$ cat src/rtl/message_ctl_pkg.sv
// rtl/message_ctl_pkg.sv - shared types and sizing helpers for the message control serializer
package message_ctl_pkg;

  typedef enum logic [0:0] {
    ST_IDLE = 1'b0,
    ST_SEND = 1'b1
  } state_e;

  // Symbols per frame: the last symbol is zero-padded when MSG_W is not a multiple of LANES.
  function automatic int calc_nsym(input int msg_w, input int lanes);
    return (msg_w + lanes - 1) / lanes;
  endfunction

endpackage

$ cat src/rtl/message_lane_mux.sv
// rtl/message_lane_mux.sv - picks the LANES bits of one symbol from the active message
module message_lane_mux #(
  parameter int MSG_W = 120,
  parameter int LANES = 2,
  parameter int NSYM  = 60,
  parameter int CNT_W = 6
) (
  input  logic [MSG_W-1:0] data_i,
  input  logic [CNT_W-1:0] sym_idx_i,
  input  logic [LANES-1:0] lane_en_i,
  output logic [LANES-1:0] bits_o
);

  // Zero-extending to a whole number of symbols makes the padding bits fall out as 0.
  localparam int PAD_W = NSYM * LANES;

  logic [PAD_W-1:0] padded;

  assign padded = PAD_W'(data_i);
  assign bits_o = LANES'(padded >> (32'(sym_idx_i) * LANES)) & lane_en_i;

endmodule

$ cat src/rtl/message_ctl_serializer.sv
// rtl/message_ctl_serializer.sv - shadow-buffered message word serialised over LANES bits per cycle
module message_ctl_serializer
  import message_ctl_pkg::*;
#(
  parameter int MSG_W = 120,
  parameter int LANES = 2
) (
  input  logic             clk,
  input  logic             rst_n,
  input  logic             tx_active,
  input  logic             frame_start,
  input  logic             mode_repeat,
  input  logic [LANES-1:0] lane_en,
  input  logic             msg_valid,
  output logic             msg_ready,
  input  logic [MSG_W-1:0] msg_data,
  output logic [LANES-1:0] sym_out,
  output logic             sym_valid,
  output logic             frame_done,
  output logic             underrun,
  output logic             overrun
);

  localparam int NSYM  = calc_nsym(MSG_W, LANES);
  localparam int CNT_W = (NSYM > 1) ? $clog2(NSYM) : 1;
  localparam logic [CNT_W-1:0] LAST_CNT = CNT_W'(NSYM - 1);

  state_e           state_q, state_d;
  logic [CNT_W-1:0] cnt_q;
  logic [MSG_W-1:0] active_q;
  logic [MSG_W-1:0] shadow_q;
  logic             shadow_full_q;
  logic             have_sent_q;

  logic [LANES-1:0] sym_out_q, sym_out_d;
  logic             sym_valid_q, sym_valid_d;
  logic             frame_done_q, frame_done_d;
  logic             underrun_q, underrun_d;
  logic             overrun_q, overrun_d;

  logic [LANES-1:0] lane_bits;
  logic             last_sym;
  logic             start_req;
  logic             start_acc;
  logic             data_avail;
  logic             start_go;
  logic             consume;
  logic             load;

  // A start is only accepted when idle or on the final symbol, which gives gapless frames.
  assign last_sym   = (state_q == ST_SEND) && (cnt_q == LAST_CNT);
  assign start_req  = frame_start && tx_active;
  assign start_acc  = start_req && ((state_q == ST_IDLE) || last_sym);
  assign data_avail = shadow_full_q || (mode_repeat && have_sent_q);
  assign start_go   = start_acc && data_avail;
  assign consume    = start_go && shadow_full_q;
  assign load       = msg_valid && msg_ready;
  assign msg_ready  = !shadow_full_q;

  message_lane_mux #(
    .MSG_W (MSG_W),
    .LANES (LANES),
    .NSYM  (NSYM),
    .CNT_W (CNT_W)
  ) u_lane_mux (
    .data_i    (active_q),
    .sym_idx_i (cnt_q),
    .lane_en_i (lane_en),
    .bits_o    (lane_bits)
  );

  // State register.
  always_ff @(posedge clk or negedge rst_n) begin
    if (!rst_n) begin
      state_q <= ST_IDLE;
    end else begin
      state_q <= state_d;
    end
  end

  // Next state: dropping tx_active aborts, the last symbol ends the frame unless restarted.
  always_comb begin
    state_d = state_q;
    case (state_q)
      ST_IDLE: begin
        if (start_go) state_d = ST_SEND;
      end
      ST_SEND: begin
        if (!tx_active) begin
          state_d = ST_IDLE;
        end else if (last_sym) begin
          state_d = start_go ? ST_SEND : ST_IDLE;
        end
      end
      default: state_d = ST_IDLE;
    endcase
  end

  // Output decode: the symbol at the current counter is presented after the next edge.
  always_comb begin
    sym_out_d    = '0;
    sym_valid_d  = 1'b0;
    frame_done_d = 1'b0;
    if ((state_q == ST_SEND) && tx_active) begin
      sym_out_d    = lane_bits;
      sym_valid_d  = 1'b1;
      frame_done_d = last_sym;
    end
    underrun_d = start_acc && !data_avail;
    overrun_d  = start_req && (state_q == ST_SEND) && !last_sym;
  end

  // Output registers.
  always_ff @(posedge clk or negedge rst_n) begin
    if (!rst_n) begin
      sym_out_q    <= '0;
      sym_valid_q  <= 1'b0;
      frame_done_q <= 1'b0;
      underrun_q   <= 1'b0;
      overrun_q    <= 1'b0;
    end else begin
      sym_out_q    <= sym_out_d;
      sym_valid_q  <= sym_valid_d;
      frame_done_q <= frame_done_d;
      underrun_q   <= underrun_d;
      overrun_q    <= overrun_d;
    end
  end

  // Buffers and symbol counter; a consume moves the shadow first, then a load may refill it.
  always_ff @(posedge clk or negedge rst_n) begin
    if (!rst_n) begin
      cnt_q         <= '0;
      active_q      <= '0;
      shadow_q      <= '0;
      shadow_full_q <= 1'b0;
      have_sent_q   <= 1'b0;
    end else begin
      if (start_go) begin
        cnt_q <= '0;
      end else if ((state_q == ST_SEND) && tx_active && !last_sym) begin
        cnt_q <= cnt_q + CNT_W'(1);
      end else begin
        cnt_q <= '0;
      end
      if (consume) begin
        active_q      <= shadow_q;
        shadow_full_q <= 1'b0;
        have_sent_q   <= 1'b1;
      end
      if (load) begin
        shadow_q      <= msg_data;
        shadow_full_q <= 1'b1;
      end
    end
  end

  assign sym_out    = sym_out_q;
  assign sym_valid  = sym_valid_q;
  assign frame_done = frame_done_q;
  assign underrun   = underrun_q;
  assign overrun    = overrun_q;

endmodule

$ cat config.mk
export PLATFORM = sky130hd
export DESIGN_NAME = message_ctl_serializer
export DESIGN_NICKNAME = d
export VERILOG_FILES = /design/src/rtl/message_ctl_pkg.sv /design/src/rtl/message_lane_mux.sv /design/src/rtl/message_ctl_serializer.sv
export SDC_FILE = /design/constraint.sdc
export NUM_CORES = 1
export LEC_CHECK = 0
export BUFFER_PORTS_ARGS = -buffer_cell sky130_fd_sc_hd__buf_2
export CAP_MARGIN = 0
export CELL_PAD_IN_SITES_DETAIL_PLACEMENT = 1
export CELL_PAD_IN_SITES_GLOBAL_PLACEMENT = 2
export CORE_ASPECT_RATIO = 1.5
export CORE_UTILIZATION = 44
export CTS_BUF_LIST = sky130_fd_sc_hd__clkbuf_2 sky130_fd_sc_hd__clkbuf_4 sky130_fd_sc_hd__clkbuf_8
export CTS_CLUSTER_SIZE = 20
export DETAILED_ROUTE_END_ITERATION = 10
export PLACE_DENSITY_LB_ADDON = 0.15
export SYNTH_ARGS = -nofsm -noshare
export SYNTH_HDL_FRONTEND = slang
export SYNTH_SLANG_ARGS = --single-unit
$ cat constraint.sdc
create_clock -name clk -period 2.2 [get_ports clk]
set_clock_uncertainty 0.1 [all_clocks]
set_input_delay 0.11 -clock clk [delete_from_list [all_inputs] [get_ports clk]]
set_output_delay 0.11 -clock clk [all_outputs]
set_load 0.02 [all_outputs]
* Word level (Yosys, flattened, before mapping)
Cells that the tools add are included.
** Word-level totals
- Register bits :: 255
- Input port bits :: 128
- Output and inout bits :: 7
- Logic and storage cells :: 45
** Operators by class
- $add $sub $neg :: 1
- Equality and inequality tests :: 1
- Shift operators :: 1
- Mux-type cells :: 11
- Bitwise logic cells :: 2
- Reductions and logical operators :: 18
** Operators by type and width (count)
- $shr 120x7->2 :: 1
- $logic_and 1x1->1 :: 12
- $mux 6 :: 2
- $mux 1 :: 7
- $add 6x1->6 const B :: 1
- $eq 6x6->1 const B :: 1
- $logic_not 1->1 :: 3
- $and 2x2->2 :: 1
- $logic_or 1x1->1 :: 2
- $mux 2 :: 1
- $pmux 1 s2 :: 1
- $reduce_bool 2->1 :: 1
- $not 1->1 :: 1

* Depth between registers and ports, before layout
Gate-level depths: netlist of the first run.
- Word-level depth :: 9
- Gate-level depth with buffers :: 8
- Depth with buffers taken out :: 6

* Modules after synthesis
A second synthesis of the first run with hierarchy kept.
** Unflattened totals
- Cells, all modules :: 645
- Area, all modules :: 10681.5 µm²
** By module, submodules not included
- message_ctl_serializer :: times used 1, cells an instance 564, area an instance 9546.7 µm², sequential area each 6381.1 µm²
- message_lane_mux :: times used 1, cells an instance 81, area an instance 1134.8 µm², sequential area each 0.0 µm²

* Worst setup path before layout of the first run
OpenSTA, ideal clock, no wires.
- Kind :: register to register
- From :: register cnt_q[1]
- To :: register sym_out_q[1], in the netlist sym_out[1]
- Arrival :: 1706 ps
- Required time :: 1965 ps
- Path slack :: 259 ps
- Cell stages (with the launch flop) :: 7
- Buffers on the path :: 2
- Clock period less this slack :: 1941 ps
- Path through :: dfrtp_1 > buf_2 > buf_4 > mux4_2 > o211a_1 > a211oi_1 > o22ai_1
** On the way
- Word-level cells in the longest chain between the ends :: 3
** RTL lines
- start, declared :: RTL line message_ctl_serializer.sv:29 : logic [CNT_W-1:0] cnt_q;
- start signal, assigned :: RTL line message_ctl_serializer.sv:142 : cnt_q <= cnt_q + CNT_W'(1);
- $shr 120x7->2 :: RTL line message_lane_mux.sv:20 : assign bits_o = LANES'(padded >> (32'(sym_idx_i) * LANES)) & lane_en_i;
- $and 2x2->2 :: RTL line message_lane_mux.sv:20
- $mux 2 :: RTL line message_ctl_serializer.sv:104 : if ((state_q == ST_SEND) && tx_active) begin
- net sym_out_d[1] :: RTL line message_ctl_serializer.sv:35 : logic [LANES-1:0] sym_out_q, sym_out_d;
- end signal, assigned :: RTL line message_ctl_serializer.sv:122 : sym_out_q <= sym_out_d;
- end, declared :: RTL line message_ctl_serializer.sv:35
The timed path passes the listed nets, and every way through them passes these cells.
A chain may end at the register's enable or synchronous reset.

* Worst setup path after layout of the first run
- From :: register cnt_q[2]
- To :: register active_q[32]
** On the way
- Word-level cells in the longest chain between the ends :: 6
** RTL lines
- $eq 6x6->1 :: RTL line message_ctl_serializer.sv:51 : assign last_sym = (state_q == ST_SEND) && (cnt_q == LAST_CNT);
- $logic_and 1x1->1 :: RTL line message_ctl_serializer.sv:51
- $logic_or 1x1->1 :: RTL line message_ctl_serializer.sv:53 : assign start_acc = start_req && ((state_q == ST_IDLE) || last_sym);
- $logic_and 1x1->1 :: RTL line message_ctl_serializer.sv:53
- $logic_and 1x1->1 :: RTL line message_ctl_serializer.sv:55 : assign start_go = start_acc && data_avail;
- $logic_and 1x1->1 :: RTL line message_ctl_serializer.sv:56 : assign consume = start_go && shadow_full_q;
- end signal, assigned :: RTL line message_ctl_serializer.sv:147 : active_q <= shadow_q;
- end, declared :: RTL line message_ctl_serializer.sv:30 : logic [MSG_W-1:0] active_q;
Every way passes these cells.

==> summary.txt, run 1 <==
Status
  – Status: finished clean

Worst setup path
  – Buffer and inverter count on the worst path: 2
  – Critical Path RT: 2520 ps
  – Startpoint Class: flip-flop
  – Cell count along the critical path: 7
  – Critical path arrival: 2370 ps
  – Critical path's slowest cell: dfrtp_1
  – Worst-path maximum fanout: 21
  – FF-to-FF setup slack: 150 ps
  – Critical path's top delay family: simple AND/OR/NAND/NOR gates
  – Critical path cell sequence: and2b_1 -> nand4_2 -> nand2_1 -> nand4_4 -> buf_12 -> buf_4 -> mux2_4
  – Critical path class: flip-flop to flip-flop
  – CP Capture Type: flip-flop
  – CP max stage delay: 410 ps
  – R2R depth: 7
  – Worst R2R End: active_q[32]
  – RR Startpoint: cnt_q[2]

Yosys
  – Synth area leaders: dfrtp_1, mux2_2, mux2_4, mux4_2, buf_6
  – Synth unique cells: 41
  – Register area share after synthesis: 59.1%
  – Number of synthesized flops with an enable pin: 0
  – Register bit total from synthesis: 255
  – Main flop type after synthesis: dfrtp_1
  – Synth Cell Area: 0.0108 mm^2
  – Synth async-reset ratio: 100%
  – Area leader, netlist: dfrtp_1
  – Syn_area_per_cell: 16.7 um^2
  – Ys Warns: 0
  – Synth Net Count: 776
  – Share of the synthesized area in the top cell type: 59.1%
  – Cells after Synth: 647

Timing
  – RSZ-0062 raised after global routing: false
  – Min cycle time layout: 2050 ps
  – Relative slew margins: 64.9%
  – Final hold vios: 0
  – Worst-Margin Slew: 527 ps
  – Final setup vio count: 0
  – Setup tns final: 0 ps
  – Max Slew Vio Count: 0
  – Peak Freq: 0.487 GHz
  – Final worst setup slack: 149 ps
  – Hold WS: 14.8 ps
  – Period Utilization, post-route: 93.2%

CTS
  – Post-CTS setup buffer count: 0
  – Clock Root Buffer: clkbuf_8
  – CTS buffer count: 42
  – TritonCTS clock tree: yes
  – Worst skew pair latency: 550 ps
  – H-tree Lvls: 2
  – Number of clock sinks: 255
  – Worst-path clk slew: 60 ps
  – Clock Path Buffers: 3

Pwr
  – P_int: 11.7 mW
  – Switching portion of total power: 25.8%
  – Worst vdd ir: 585 uV
  – Lkg Pwr: 6.47 nW
  – Pwr dens: 1100 mW/mm^2
  – Comb pwr share: 22.7%
  – Flop pwr share: 48.9%
  – Clock power share: 28.4%
  – Net switching power: 4.06 mW

Placement
  – Placed cell count: 1090
  – Dpl ws: 66.8 ps
  – Port Buffers: 134
  – Final HPWL DP: 16.5 mm
  – Cell Area, Placed: 0.0121 mm^2
  – Final GP Congestion: 0.769

Route
  – WL final: 25.7 mm
  – DR pass1 iterations: 4
  – Iter 0 DRT Violations: 235
  – Via count: 6533
  – Number of remaining DRC errors: 0
  – DR vias/cell: 5.05
  – Antenna-violating nets left: 0
  – WL/cell: 19.8 um

Global routing
  – Vias in the first global route: 7671
  – Tot GR Track Use: 21.7%
  – Total grt overflow: 0
  – First-pass GRT wire length: 41.7 mm
  – Largest net degree at the start of global routing: 76
  – Antenna violations before repair: 0

Floorplan
  – FP Rows: 69
  – Die width: 130 um
  – Initial Util: 45.2%
  – Die ar.: 0.0252 mm^2
  – # IOs: 135
  – Chip Height: 194 um
  – Core area: 0.0239 mm^2

Final layout
  – Final Net Count: 1073
  – Layout Cells excl Fill: 1293
  – Area delta synth->final: 32.2%
  – # diodes: 0
  – Most frequent cells in the layout: dfrtp_1, mux2_2, buf_2, dlygate4sd3_1, mux2_4
  – Fill cells: 2243
  – Commonest non-fill, non-tap cell in the layout: dfrtp_1
  – Fraction of layout cells with a size suffix above 1: 52.4%
  – Finished Cell Area: 0.0143 mm^2

Flow run
  – Max-cap violations: 0

Hold path
  – Worst hold-check path type: primary input to asynchronous set/reset pin
==> synthesized netlist by cell type, types with 3 or more instances <==
library cell / n
clkbuf_1: 14
o22ai_1: 3
buf_2: 14
mux2_4: 76
nand2b_1: 3
mux2_2: 163
nor2_1: 11
a211oi_1: 3
buf_6: 9
inv_1: 3
mux4_2: 28
mux2i_1: 10
nand2_1: 13
dfrtp_1: 255
o21ai_0: 3
nand3b_1: 4
==> worst max path at each step <==
stage                        start      endpoint  slack, ps
final                     cnt_q[2]  active_q[32]        150
after CTS                 cnt_q[0]    sym_out[1]         50
after global placement    cnt_q[0]    sym_out[1]        100
after global routing      cnt_q[0]    sym_out[1]       0.06
after detailed placement  cnt_q[0]    sym_out[1]         70
after floorplan           cnt_q[1]    sym_out[1]        260
==> flip-flops by register name (all words and copies together), names as in the netlist <==
signal         cells
active_q         120
cnt_q              6
frame_done         1
have_sent_q        1
overrun            1
shadow_full_q      1
shadow_q         120
state_q            1
sym_out            2
sym_valid          1
underrun           1
==> power groups by stage <==
stage	combinational [mW]	sequential [mW]	clock [mW]
5_1_grt	3.88	7.93	4.79
6_report	3.57	7.70	4.47
2_1_floorplan	2.76	7.22	0
3_5_place_dp	3.42	7.79	0
3_3_place_gp	3.26	7.67	0
4_1_cts	3.62	7.73	4.61
==> what timing repair did <==
item | in CTS | in global routing
hold buffers | 129 | 0
setup endpoints to repair | 0 | 1
hold endpoints to repair | 384 | 0
gates resized for setup | 0 | 1
==> through the flow <==
| step | power (mW) | utilization [%] |
|---|---|---|
| 2_1_floorplan | 9.97 | - |
| 3_3_place_gp | 10.9 | 50.4 |
| 3_5_place_dp | 11.2 | 50.4 |
| 4_1_cts | 16.0 | 59.7 |
| 5_1_grt | 16.6 | 59.7 |
| 6_report | 15.7 | 59.7 |
==> worst reg2reg max path: stages, from the launching register on <==
cell and delay, ps:
dfrtp_1 410, and2b_1 260, nand4_2 130, nand2_1 180
nand4_4 160, buf_12 210, buf_4 180, mux2_4 300
==> routing by layer <==
metal  vias up  routed length, um  track usage, %
met2       135              14100            39.8
met4         0                734            7.92
li1       2944                  -               -
met3        46                774            3.67
met5         -                  0               0
met1      3408              10000            24.8
==> cell families after synthesis <==
family                     after synthesis  share of synthesized area, %
xor gates and xnor gates                 4                         0.325
and+or+nand+nor                         44                          2.18
adders and majority gates                1                         0.116
buffers and inverters                   43                          2.32
AOI/OAI and AO/OA                       21                          1.43
DFF                                    255                          59.1
muxes                                  279                          34.5
==> final cells by class <==
type / instances / area [um^2] / share of cell area (%)
sequential: 255 / 6380 / 44.7
clock buffer: 69 / 868 / 6.08
tap: 319 / 399 / 2.80
timing repair buffer: 293 / 2380 / 16.6
clock inverter: 5 / 50.0 / 0.351
inverter: 3 / 11.3 / 0.0789
multi-input combinational: 349 / 4180 / 29.3
(Power assumes the default switching activity.)
==> inputs of run 2 (changes only) <==
--- a/config.mk
+++ b/config.mk
@@ -6,7 +6,6 @@
 export NUM_CORES = 1
 export LEC_CHECK = 0
 export BUFFER_PORTS_ARGS = -buffer_cell sky130_fd_sc_hd__buf_2
-export CAP_MARGIN = 0
 export CELL_PAD_IN_SITES_DETAIL_PLACEMENT = 1
 export CELL_PAD_IN_SITES_GLOBAL_PLACEMENT = 2
 export CORE_ASPECT_RATIO = 1.5
@@ -15,6 +14,8 @@
 export CTS_CLUSTER_SIZE = 20
 export DETAILED_ROUTE_END_ITERATION = 10
 export PLACE_DENSITY_LB_ADDON = 0.15
+export RECOVER_POWER = 100
 export SYNTH_ARGS = -nofsm -noshare
 export SYNTH_HDL_FRONTEND = slang
+export SYNTH_HIERARCHICAL = 1
 export SYNTH_SLANG_ARGS = --single-unit
==> run 2 against run 1 <==
The run now ends with capacitance limit, slew limit, setup timing left. Utilization is 0.29 points higher. Area after synthesis is 1.1% lower. Fmax fell by 13%. Combinational power shrank 11%. Sequential power about the same. Cell area fell by 0.25%. Sequential share of layout area up 0.12 points. Register-to-register slack worse by 310 ps. Wire length up 3.8%. Sequential cell count did not move. Non-clock buffer count grew 17. Critical path type unchanged. Critical endpoint is now sym_out[1]. Largest power group unchanged. Highest routed layer unchanged.
==> summary.txt, run 2 <==
Route
  – WL/cell: 20.3 um (+2.3%)
  – Via count: 6610 (+1.2%)
  – DR vias/cell: 5.04 (-0.21%)
  – DR pass1 iterations: 4 (unchanged)
  – Antenna-violating nets left: 0 (unchanged)
  – Iter 0 DRT Violations: 167 (-29%)
  – Number of remaining DRC errors: 0 (unchanged)
  – WL final: 26.6 mm (+3.8%)

Worst setup path
  – R2R depth: 9 (+2)
  – Worst-path maximum fanout: 8 (-62%)
  – Critical path arrival: 2670 ps (+300 ps)
  – RR Startpoint: cnt_q[0]
  – CP Capture Type: flip-flop
  – Critical path class: flip-flop to flip-flop
  – Critical Path RT: 2510 ps (about the same)
  – Worst R2R End: sym_out[1]
  – FF-to-FF setup slack: -160 ps (-310 ps)
  – Startpoint Class: flip-flop

Floorplan
  – Initial Util: 45.0% (-0.16 points)
  – Chip Height: 193 um (-0.53%)
  – FP Rows: 69 (unchanged)
  – Core area: 0.0237 mm^2 (-0.72%)
  – # IOs: 135 (unchanged)
  – Die ar.: 0.0249 mm^2 (-1.1%)
  – Die width: 129 um (-0.53%)

Pwr
  – Lkg Pwr: 6.16 nW (-4.8%)
  – Design Power: 15.3 mW (-2.6%)
  – Worst vdd ir: 669 uV (+14%)
  – Pwr dens: 1080 mW/mm^2 (-2.3%)

CTS
  – Clock Path Buffers: 3 (unchanged)
  – CTS buffer count: 40 (-4.8%)
  – H-tree Lvls: 2 (unchanged)
  – TritonCTS clock tree: yes
  – Clock Root Buffer: clkbuf_8
  – Number of clock sinks: 255 (unchanged)
  – Worst skew pair latency: 530 ps (-20 ps)
  – Worst-path clk slew: 70 ps (about the same)

Final layout
  – Footprint of the multi-input gates: 0.00395 mm^2 (-5.5%)
  – Area delta synth->final: 33.3%
  – Regs by FF count: active_q x120, shadow_q x120, cnt_q x6
  – FF+latch area: 0.00638 mm^2 (about the same)
  – Most frequent cells in the layout: dfrtp_1, mux2_2, dlygate4sd3_1, buf_2, mux2_1
  – Fraction of layout cells with a size suffix above 1: 45.4% (-7.0 points)
  – Fill cells: 2259 (+0.71%)
  – Final Net Count: 1090 (+1.6%)
  – Commonest non-fill, non-tap cell in the layout: dfrtp_1
  – # diodes: 0 (unchanged)

Yosys
  – Synth cell count leaders: dfrtp_1, mux2_2, mux2_1
  – Synth Cell Area: 0.0107 mm^2 (-1.1%)
  – Register area share after synthesis: 59.7% (+0.64 points)
  – Area leader, netlist: dfrtp_1
  – Ys Warns: 6 (+6)
  – Register bit total from synthesis: 255 (unchanged)
  – Number of synthesized flops with an enable pin: 0 (unchanged)
  – Synth Net Count: 774 (-0.26%)
  – Share of the synthesized area in the top cell type: 59.7% (+0.64 points)
  – Synth async-reset ratio: 100% (unchanged)
  – Syn_area_per_cell: 16.6 um^2 (-0.77%)
  – Cells after Synth: 645 (-0.31%)
  – Main flop type after synthesis: dfrtp_1
  – Most common cell in the netlist: dfrtp_1
  – Synth unique cells: 46 (+12%)
  – Synth area leaders: dfrtp_1, mux2_2, mux2_1, mux4_2, mux4_1

Placement
  – Dpl ws: -176 ps (-243 ps)
  – Final HPWL DP: 16.6 mm (+0.79%)
  – Final GP Congestion: 0.721 (-6.3%)
  – Port Buffers: 134 (unchanged)

Hold path
  – Hold Path Depth: 3
  – Worst Hold End: shadow_q[49]
  – Worst hold start: msg_data[49]
  – Worst hold-check path type: primary input to flip-flop

Timing
  – Final hold vios: 0 (unchanged)
  – Min cycle time layout: 2360 ps (+311 ps)
  – Max Slew Vio Count: 67 (+67)
  – RSZ-0062 raised after global routing: true
  – Relative slew margins: -9.20% (-74 points)
  – Final worst setup slack: -162 ps (-311 ps)
  – Worst-Margin Slew: 1640 ps (+1110 ps)
  – Peak Freq: 0.423 GHz (-13%)
  – Period Utilization, post-route: 107% (+14 points)
  – Final setup vio count: 75 (+75)

Status
  – Violated checks: capacitance limit, slew limit, setup timing
  – Status: finished, violations left

Global routing
  – Vias in the first global route: 7770 (+1.3%)
  – Antenna violations before repair: 0 (unchanged)
  – First-pass GRT wire length: 42.1 mm (+1.0%)
  – Total grt overflow: 0 (unchanged)
  – Largest net degree at the start of global routing: 92 (+21%)
  – Tot GR Track Use: 22.5% (+0.81 points)

Flow run
  – Max-cap violations: 1 (+1)
==> run 2: changes by cell type after synthesis, moves of 4 or more <==
cell	before	now
mux4_1	0	12
mux2_1	2	78
clkbuf_8	0	5
clkbuf_1	14	0
mux4_2	28	18
nand2_1	13	7
nand3b_1	4	0
mux2_4	76	0
==> run 2: layout make-up <==
cell class	instances	area share, %
Inverter	7	0.193
Timing Repair Buffer	310	17.9
Clock buffer	69	6.19
Multi-Input combinational cell	347	27.8
Clock inverter	4	0.352
Tap cell	319	2.80
Sequential cell	255	44.8
==> run 2: how the worst max path moves through the flow <==
stage / from / end / slack, ps / cells after the start
5_1_grt: cnt_q[0] / sym_out[1] / -220 / 9
2_1_floorplan: cnt_q[0] / sym_out[1] / 30 / 7
3_5_place_dp: cnt_q[0] / sym_out[1] / -180 / 7
6_report: cnt_q[0] / sym_out[1] / -160 / 9
3_3_place_gp: cnt_q[0] / sym_out[1] / -160 / 7
4_1_cts: cnt_q[0] / sym_out[1] / -80 / 8
==> run 2: layer usage <==
metal	track usage, %	share of wire (%)	up-vias
met4	7.83	2.9	0
met3	3.58	3.3	60
met5	0	0	-
met1	25.2	38	3399
li1	-	-	2999
met2	42.7	56	152
==> run 2: power by group <==
part | switching, mW | internal, mW | leakage [nW]
Combinational | 1.08 | 2.10 | 2.65
Clock | 1.85 | 2.63 | 0.486
Sequential | 1.16 | 6.53 | 3.03
==> run 2: cells by family after synthesis <==
family,after synthesis,share of synthesized area (%)
XOR/XNOR,3,0.246
flip-flops,255,59.7
buffers and inverters,43,3.26
adder cells (fa/ha/maj),1,0.117
multiplexers,282,33.2
AND/OR/NAND/NOR,40,1.98
AO/OA/AOI/OAI,21,1.46
==> run 2: critical path: stages (launching register included) <==
cell,delay [ps]
dfrtp_2,460
buf_12,170
buf_12,110
buf_12,100
mux4_2,530
a21boi_0,240
o21ai_0,170
nand3_1,130
o21ai_1,70
and3_1,170
==> run 2: repair_timing <==
action	in CTS	in global routing
setup buffers	3	3
hold endpoints to repair	383	0
cloned	1	3
hold buffers	129	0
pin swaps	6	3
resized for setup	22	8
setup endpoints to repair	91	119
==> run 2: through the flow <==
step	util [%]	area [um^2]	hold WS [ps]	cells	setup TNS [ps]
floorplan	-	10700	-286	645	0
global placement	50.3	11900	-128	1100	-186
detailed placement	50.3	11900	-124	1100	-4580
CTS	60.0	14300	97.3	1306	-3160
global route	60.0	14200	226	1311	-14630
finish	60.0	14200	242	1311	-1390
